--- src/rtl/fifo_uart_tx.sv ---
// UART transmitter that pulls bytes from a registered-read FIFO and sends them
// as 8N1-style frames (start, WIDTH data bits LSB first, one stop bit).
module fifo_uart_tx #(
   parameter int unsigned CLK_FREQ  = 100000000,
   parameter int unsigned BAUD_RATE = 115200,
   parameter int unsigned WIDTH     = 8
) (
   input  logic             clk,
   input  logic             rst_n,
   input  logic             fifo_empty_i,
   input  logic [WIDTH-1:0] fifo_data_i,
   output logic             fifo_rd_en_o,
   output logic             tx_o,
   output logic             busy_o
);

   localparam int unsigned DIV = CLK_FREQ / BAUD_RATE;
   localparam int unsigned CW  = (DIV > 1) ? $clog2(DIV) : 1;
   localparam int unsigned IW  = (WIDTH > 1) ? $clog2(WIDTH) : 1;

   localparam logic [CW-1:0] CNT_LAST = CW'(DIV - 1);
   localparam logic [CW-1:0] CNT_ONE  = CW'(1);
   localparam logic [CW-1:0] CNT_ZERO = CW'(0);
   localparam logic [IW-1:0] IDX_LAST = IW'(WIDTH - 1);
   localparam logic [IW-1:0] IDX_ONE  = IW'(1);
   localparam logic [IW-1:0] IDX_ZERO = IW'(0);

   if (DIV < 2) begin : g_div_check
      $error("fifo_uart_tx: CLK_FREQ / BAUD_RATE must be at least 2");
   end

   if (WIDTH < 2) begin : g_width_check
      $error("fifo_uart_tx: WIDTH must be at least 2");
   end

   typedef enum logic [2:0] {
      S_IDLE  = 3'd0,
      S_POP   = 3'd1,
      S_LATCH = 3'd2,
      S_START = 3'd3,
      S_DATA  = 3'd4,
      S_STOP  = 3'd5
   } state_t;

   state_t           state_r;
   logic [CW-1:0]    cnt_r;
   logic [IW-1:0]    idx_r;
   logic [WIDTH-1:0] shift_r;
   logic [WIDTH-1:0] shift_nxt;
   logic             tx_r;
   logic             rd_en_r;
   logic             busy_r;
   logic             bit_end;

   assign shift_nxt = shift_r >> 1'b1;
   assign bit_end   = (cnt_r == CNT_LAST);

   // Outputs are loaded together with the state they belong to, so every
   // output is a flop that lines up exactly with state_r.
   // Frame sequencer, baud counter and shift register.
   always_ff @(posedge clk) begin
      if (!rst_n) begin
         state_r <= S_IDLE;
         cnt_r   <= CNT_ZERO;
         idx_r   <= IDX_ZERO;
         shift_r <= '0;
         tx_r    <= 1'b1;
         rd_en_r <= 1'b0;
         busy_r  <= 1'b0;
      end else begin
         case (state_r)
            S_IDLE: begin
               cnt_r <= CNT_ZERO;
               tx_r  <= 1'b1;
               if (!fifo_empty_i) begin
                  state_r <= S_POP;
                  rd_en_r <= 1'b1;
                  busy_r  <= 1'b1;
               end else begin
                  state_r <= S_IDLE;
                  rd_en_r <= 1'b0;
                  busy_r  <= 1'b0;
               end
            end

            S_POP: begin
               state_r <= S_LATCH;
               cnt_r   <= CNT_ZERO;
               tx_r    <= 1'b1;
               rd_en_r <= 1'b0;
               busy_r  <= 1'b1;
            end

            // FIFO read data is valid this cycle, one cycle after the strobe.
            S_LATCH: begin
               state_r <= S_START;
               cnt_r   <= CNT_ZERO;
               idx_r   <= IDX_ZERO;
               shift_r <= fifo_data_i;
               tx_r    <= 1'b0;
               rd_en_r <= 1'b0;
               busy_r  <= 1'b1;
            end

            S_START: begin
               rd_en_r <= 1'b0;
               busy_r  <= 1'b1;
               if (bit_end) begin
                  state_r <= S_DATA;
                  cnt_r   <= CNT_ZERO;
                  tx_r    <= shift_r[0];
               end else begin
                  state_r <= S_START;
                  cnt_r   <= cnt_r + CNT_ONE;
                  tx_r    <= 1'b0;
               end
            end

            S_DATA: begin
               rd_en_r <= 1'b0;
               busy_r  <= 1'b1;
               if (bit_end) begin
                  cnt_r   <= CNT_ZERO;
                  shift_r <= shift_nxt;
                  idx_r   <= idx_r + IDX_ONE;
                  if (idx_r == IDX_LAST) begin
                     state_r <= S_STOP;
                     tx_r    <= 1'b1;
                  end else begin
                     state_r <= S_DATA;
                     tx_r    <= shift_nxt[0];
                  end
               end else begin
                  state_r <= S_DATA;
                  cnt_r   <= cnt_r + CNT_ONE;
                  tx_r    <= shift_r[0];
               end
            end

            // The empty flag is only sampled on the final stop cycle so a
            // byte arriving mid-frame waits for the current frame to finish.
            S_STOP: begin
               tx_r <= 1'b1;
               if (bit_end) begin
                  cnt_r <= CNT_ZERO;
                  if (!fifo_empty_i) begin
                     state_r <= S_POP;
                     rd_en_r <= 1'b1;
                     busy_r  <= 1'b1;
                  end else begin
                     state_r <= S_IDLE;
                     rd_en_r <= 1'b0;
                     busy_r  <= 1'b0;
                  end
               end else begin
                  state_r <= S_STOP;
                  cnt_r   <= cnt_r + CNT_ONE;
                  rd_en_r <= 1'b0;
                  busy_r  <= 1'b1;
               end
            end

            default: begin
               state_r <= S_IDLE;
               cnt_r   <= CNT_ZERO;
               idx_r   <= IDX_ZERO;
               shift_r <= '0;
               tx_r    <= 1'b1;
               rd_en_r <= 1'b0;
               busy_r  <= 1'b0;
            end
         endcase
      end
   end

   assign tx_o         = tx_r;
   assign fifo_rd_en_o = rd_en_r;
   assign busy_o       = busy_r;

endmodule

--- config.mk ---
export PLATFORM = sky130hd
export DESIGN_NAME = fifo_uart_tx
export DESIGN_NICKNAME = d
export VERILOG_FILES = /design/src/rtl/fifo_uart_tx.sv
export SDC_FILE = /design/constraint.sdc
export NUM_CORES = 1
export LEC_CHECK = 0
export BUFFER_PORTS_ARGS = -buffer_cell sky130_fd_sc_hd__buf_2
export CAP_MARGIN = 40
export CORE_MARGIN = 2
export CORE_UTILIZATION = 51
export DETAILED_ROUTE_END_ITERATION = 7
export PLACE_DENSITY = 0.74
export SLEW_MARGIN = 0
export SYNTH_ARGS = -nofsm -noshare
export SYNTH_HDL_FRONTEND = slang
export SYNTH_SLANG_ARGS = --single-unit
--- constraint.sdc ---
create_clock -name clk -period 1.3 [get_ports clk]
set_input_delay 0.065 -clock clk [delete_from_list [all_inputs] [get_ports clk]]
set_output_delay 0.065 -clock clk [all_outputs]
set_load 0.01 [all_outputs]
# [After elaboration in Yosys (flattened, before gate mapping)]
# Index checks and enable logic that the tools add are counted.
[op_classes] n_addsub=2 eq_ne=8 muxes=19 bitwise=3 reduce_logical=6
[op_table] operator="case mux 8 bit (3 select lines)" count=1
[op_table] operator="case mux 3 bit (6 select lines)" count=1
[op_table] operator="2-to-1 mux 3 bit" count=4
[op_table] operator="adder 10 x 1 -> 10 bit (second input constant)" count=1
[op_table] operator="== test 10 bit (second input constant)" count=1
[op_table] operator="== test 3 bit (second input constant)" count=3
[op_table] operator="2-to-1 mux 1 bit" count=8
[op_table] operator="2-to-1 mux 8 bit" count=1
[op_table] operator="OR reduction 4 bit" count=2
[op_table] operator="== test 3 x 2 -> 1 bit (second input constant)" count=2
[op_table] operator="case mux 1 bit (3 select lines)" count=2
[op_table] operator="case mux 3 bit (2 select lines)" count=1
[op_table] operator="OR reduction 3 bit" count=2
[op_table] operator="adder 3 x 1 -> 3 bit (second input constant)" count=1
[op_table] operator="== test 3 x 1 -> 1 bit (second input constant)" count=1
[op_table] operator="logical NOT 3 bit" count=1
[op_table] operator="NOT 1 bit" count=3
[op_table] operator="!= test 2 bit (second input constant)" count=1
[op_table] operator="case mux 1 bit (2 select lines)" count=1
[op_table] operator="AND reduction 2 bit" count=1
[word_totals] regBits=27 inputBits=11 out_inout_bits=3

# [Logic depth before layout (Yosys ltp)]
[depth] word_depth=4 depth_mapped=6

# [Worst setup path before layout]
# No wires, ideal clock.
[synth_path] path_kind="register to register" startpoint="register cnt_r[0]" endpoint="register shift_r[0]" setup_time_ps=126 t_arrival_ps=1326 required_ps=1174 slack_ps=-152 path_stages_with_launch=7 path_buffers=1 synth_period_minus_slack_ps=1452 path_cell_list="dfxtp_1 -> ha_1 -> and4bb_1 -> and4b_1 -> buf_4 -> o31ai_1 -> a21oi_1"
[synth_between] elab_chain_cells=3
[synth_lines] element="start: declaration" line_no="46" text="logic [CW-1:0] cnt_r;"
[synth_lines] element="start signal: assignment" line_no="114" text="cnt_r <= cnt_r + CNT_ONE;"
[synth_lines] element="start signal: assignment" line_no="135" text="cnt_r <= cnt_r + CNT_ONE;"
[synth_lines] element="start signal: assignment" line_no="157" text="cnt_r <= cnt_r + CNT_ONE;"
[synth_lines] element="== test 10 bit" line_no="56" text="assign bit_end = (cnt_r == CNT_LAST);"
[synth_lines] element="!= test 2 bit (no line)"
[synth_lines] element="AND reduction 2 bit (no line)"
[synth_lines] element="end signal: assignment" line_no="99" text="shift_r <= fifo_data_i;"
[synth_lines] element="end signal: assignment" line_no="124" text="shift_r <= shift_nxt;"
[synth_lines] element="end: declaration" line_no="48" text="logic [WIDTH-1:0] shift_r;"
# Every way passes these cells.
# A chain may end at the register's enable or synchronous reset.

# [Worst setup path after layout]
[layout_path] startpoint="register cnt_r[0]" endpoint="register idx_r[0]"
[layout_between] elab_chain_cells=3
[layout_lines] element="== test 10 bit" line_no="56"
[layout_lines] element="!= test 2 bit (no line)"
[layout_lines] element="AND reduction 2 bit (no line)"
[layout_lines] element="end signal: assignment" line_no="125" text="idx_r <= idx_r + IDX_ONE;"
[layout_lines] element="end: declaration" line_no="47" text="logic [IW-1:0] idx_r;"
# Every way passes these cells.

==> impl_metrics.yaml <==
outcome:
  status: "finished, violations left"
  violations: "setup timing"
drt:
  drt_first_pass_iters: 4
  wirelength_um: 3110
  avgViaCountPerCell: 5.823
  vias: 1217
  ant_nets: 0
  route.detailed.drc: 0
  routedWlPerCell_um: 14.88
  dr.first_iter.drc_count: 27
pwr:
  finalPower_mw: 1.501
  leakage_nw: 0.6167
  p_per_area_nw_per_um2: 888.7
  ir_worst_vdd_uv: 607.1
global_routing:
  grt_max_degree: 16
  grt_pass1_wl_um: 4678
  antenna_found_initial: 0
  grt_use_total_pct: 21.32
  grt_pass1_vias: 1138
  overflow: 0
synth:
  ys_seq_area_share_pct: 41.70
  avgSynthCellArea_um2: 8.878
  yosysTopAreaCell: "dfxtp_1"
  yosys-top-cells-area: "dfxtp_1 (42%), nor2_1 (5.2%), a22oi_1 (4.6%), o31ai_1 (4.6%), a21oi_1 (4.2%)"
  synth_area_um2: 1296
  synth_fp_nets: 160
  synth_warnings: 0
  ys_ff_latch: 27
  syn-instance-count: 146
  synth.distinct_cells: 40
  synth_top_cell_area_share_pct: 41.70
clock_network:
  cts_inserted_buffers: 3
  insertion_delay_ns: 0.32
  tritoncts: "done"
  cts_root_buffer: "clkbuf_4"
  path_clk_slew_ns: 0.15
  clock_path_buffers: 2
  cts.sinks: 27
  htree_levels: 1
layout:
  final_cell_mix: "dfxtp_1 (25), buf_4 (22), nor2_1 (16), buf_2 (13), a21oi_1 (9)"
  area_growth_pct: 30.31
  diodes: 0
  multi_input_area_um2: 814.5
  layout-drive-gt1-share_pct: 37.99
  final_core_util_pct: 69.44
  final_common_cell: "dfxtp_1"
  nets: 194
  regArea_um2: 543.0
  fill_cells: 200
place:
  io_buffers: 13
  routabilityCongestion: 0.8569
  hpwl_um: 2142
floorplan:
  fp.dieH_um: 54.42
  core-area_um2: 2432
  pin_count: 14
  rows: 18
  start_util_pct: 53.29
  die_area_um2: 2961
  die_w_um: 54.42
sta:
  final.setup.tns_ns: -2.178
  fmax_mhz: 683.6
  clock_skew_ns: 0.004402
  hold_viol: 0
  worstMarginPinSlew_ns: 0.5834
  slew_headroom_pct: 61.11
  final_max_slew_viol_count: 0
  final.min_clock_period_ns: 1.463
  finalCritPeriodShare_pct: 112.5
  rsz0062_at_grt: "true"
  setup_viol: 18
  layout_setup_ws_ns: -0.1630
critical_path:
  end_kind: "flip-flop"
  critPathKind: "reg -> reg"
  start_kind: "flip-flop"
  required_ns: 1.56
  crit_arrival_ns: 1.73
  cp_max_fo: 10
flow_run:
  cap_violations: 0
worst_hold_path:
  hold_class: "in -> reg"
## timing repair
item,CTS,global route
setup endpoints to repair,27,27
hold buffers,1,0
pin swaps,1,5
resized for setup,9,19
endpoints found under the hold margin,1,0
setup buffers,1,0
## worst max-delay path, stage by stage, from the launching register on
cell and delay, ns:
dfxtp_2 0.38, ha_4 0.13, and4bb_4 0.28, and4b_1 0.22, buf_6 0.17, nand3b_1 0.10
a21oi_1 0.14
## final timing paths
kind,end,slack (ns),cells past startpoint,start
setup / recovery,idx_r[0],-0.16,6,cnt_r[0]
hold / removal,shift_r[5],0.05,3,fifo_data_i[5]
setup reg to reg,idx_r[0],-0.16,6,cnt_r[0]
hold reg to reg,idx_r[2],0.49,2,idx_r[2]
## through the flow
step / instances / worst slack [ns] / instance area, µm² / hold WS, ns
after detailed placement: 203 / -0.1758 / 1526 / 0.3054
after floorplan: 146 / -0.08152 / 1321 / 0.1954
final: 209 / -0.1630 / 1689 / 0.05094
after global routing: 209 / -0.2392 / 1689 / 0.07835
after global placement: 203 / -0.1297 / 1526 / 0.2825
after CTS: 209 / -0.1539 / 1604 / 0.04446
## cell usage after synthesis (all sizes together)
library cell   n
a21oi         12
a31oi          1
nand4          6
nand4b         1
a22oi          8
nor4           2
o2111a         1
and3           3
or4            1
nand3         11
inv            4
o21bai         1
nand2          9
mux2i          2
o21ai          1
o221ai         1
xor2           3
clkbuf         2
and4b          1
ha             3
and2           1
dfxtp         27
nor2          18
nand3b         1
and4bb         1
buf            6
o211ai         1
nor3           2
nor2b          1
xnor2          4
o31ai          8
a311o          1
nand2b         2
## where the power goes
part / leakage (nW) / internal, mW / total, mW / switching, mW
Combinational: 0.379 / 0.110 / 0.242 / 0.132
Sequential: 0.220 / 0.868 / 0.898 / 0.0300
Clock: 0.0177 / 0.115 / 0.360 / 0.245
Total: 0.617 / 1.09 / 1.50 / 0.408
## cell families (layout without fill, tap and decap cells)
kind of cell             Yosys count  in the layout  share of synthesized area, %
AND/OR/NAND/NOR                   60             60                         24.90
AO/OA/AOI/OAI                     35             35                         18.53
flip-flops                        27             27                         41.70
buffers and inverters             12             45                         5.693
XOR/XNOR                           7              7                         4.730
adder cells (fa/ha/maj)            3              3                         2.896
multiplexers                       2              2                         1.544
## final cells by class
cell class              count  share of cell area, %
inverters                   4                 0.8889
repair buffers             37                  14.89
clock buffers               3                  1.333
well taps                  30                  2.222
clock inverters             1                 0.2963
flip-flops and latches     27                  32.15
multi-input cells         107                  48.22
## registers in the layout (all words and copies together), names as in the netlist
register	flops
shift_r	8
state_r	3
fifo_rd_en_o	1
idx_r	3
tx_o	1
busy_o	1
cnt_r	10
## layer usage
metal  vias up  wire, µm  global-route usage (%)
li1        603         -                       -
met1       570      1264                   25.63
met2        38      1629                   38.35
met3         6       173                   3.279
met4         0        43                   7.083
met5         -         0                       0
No activity file was read; power rests on OpenSTA's default activity.
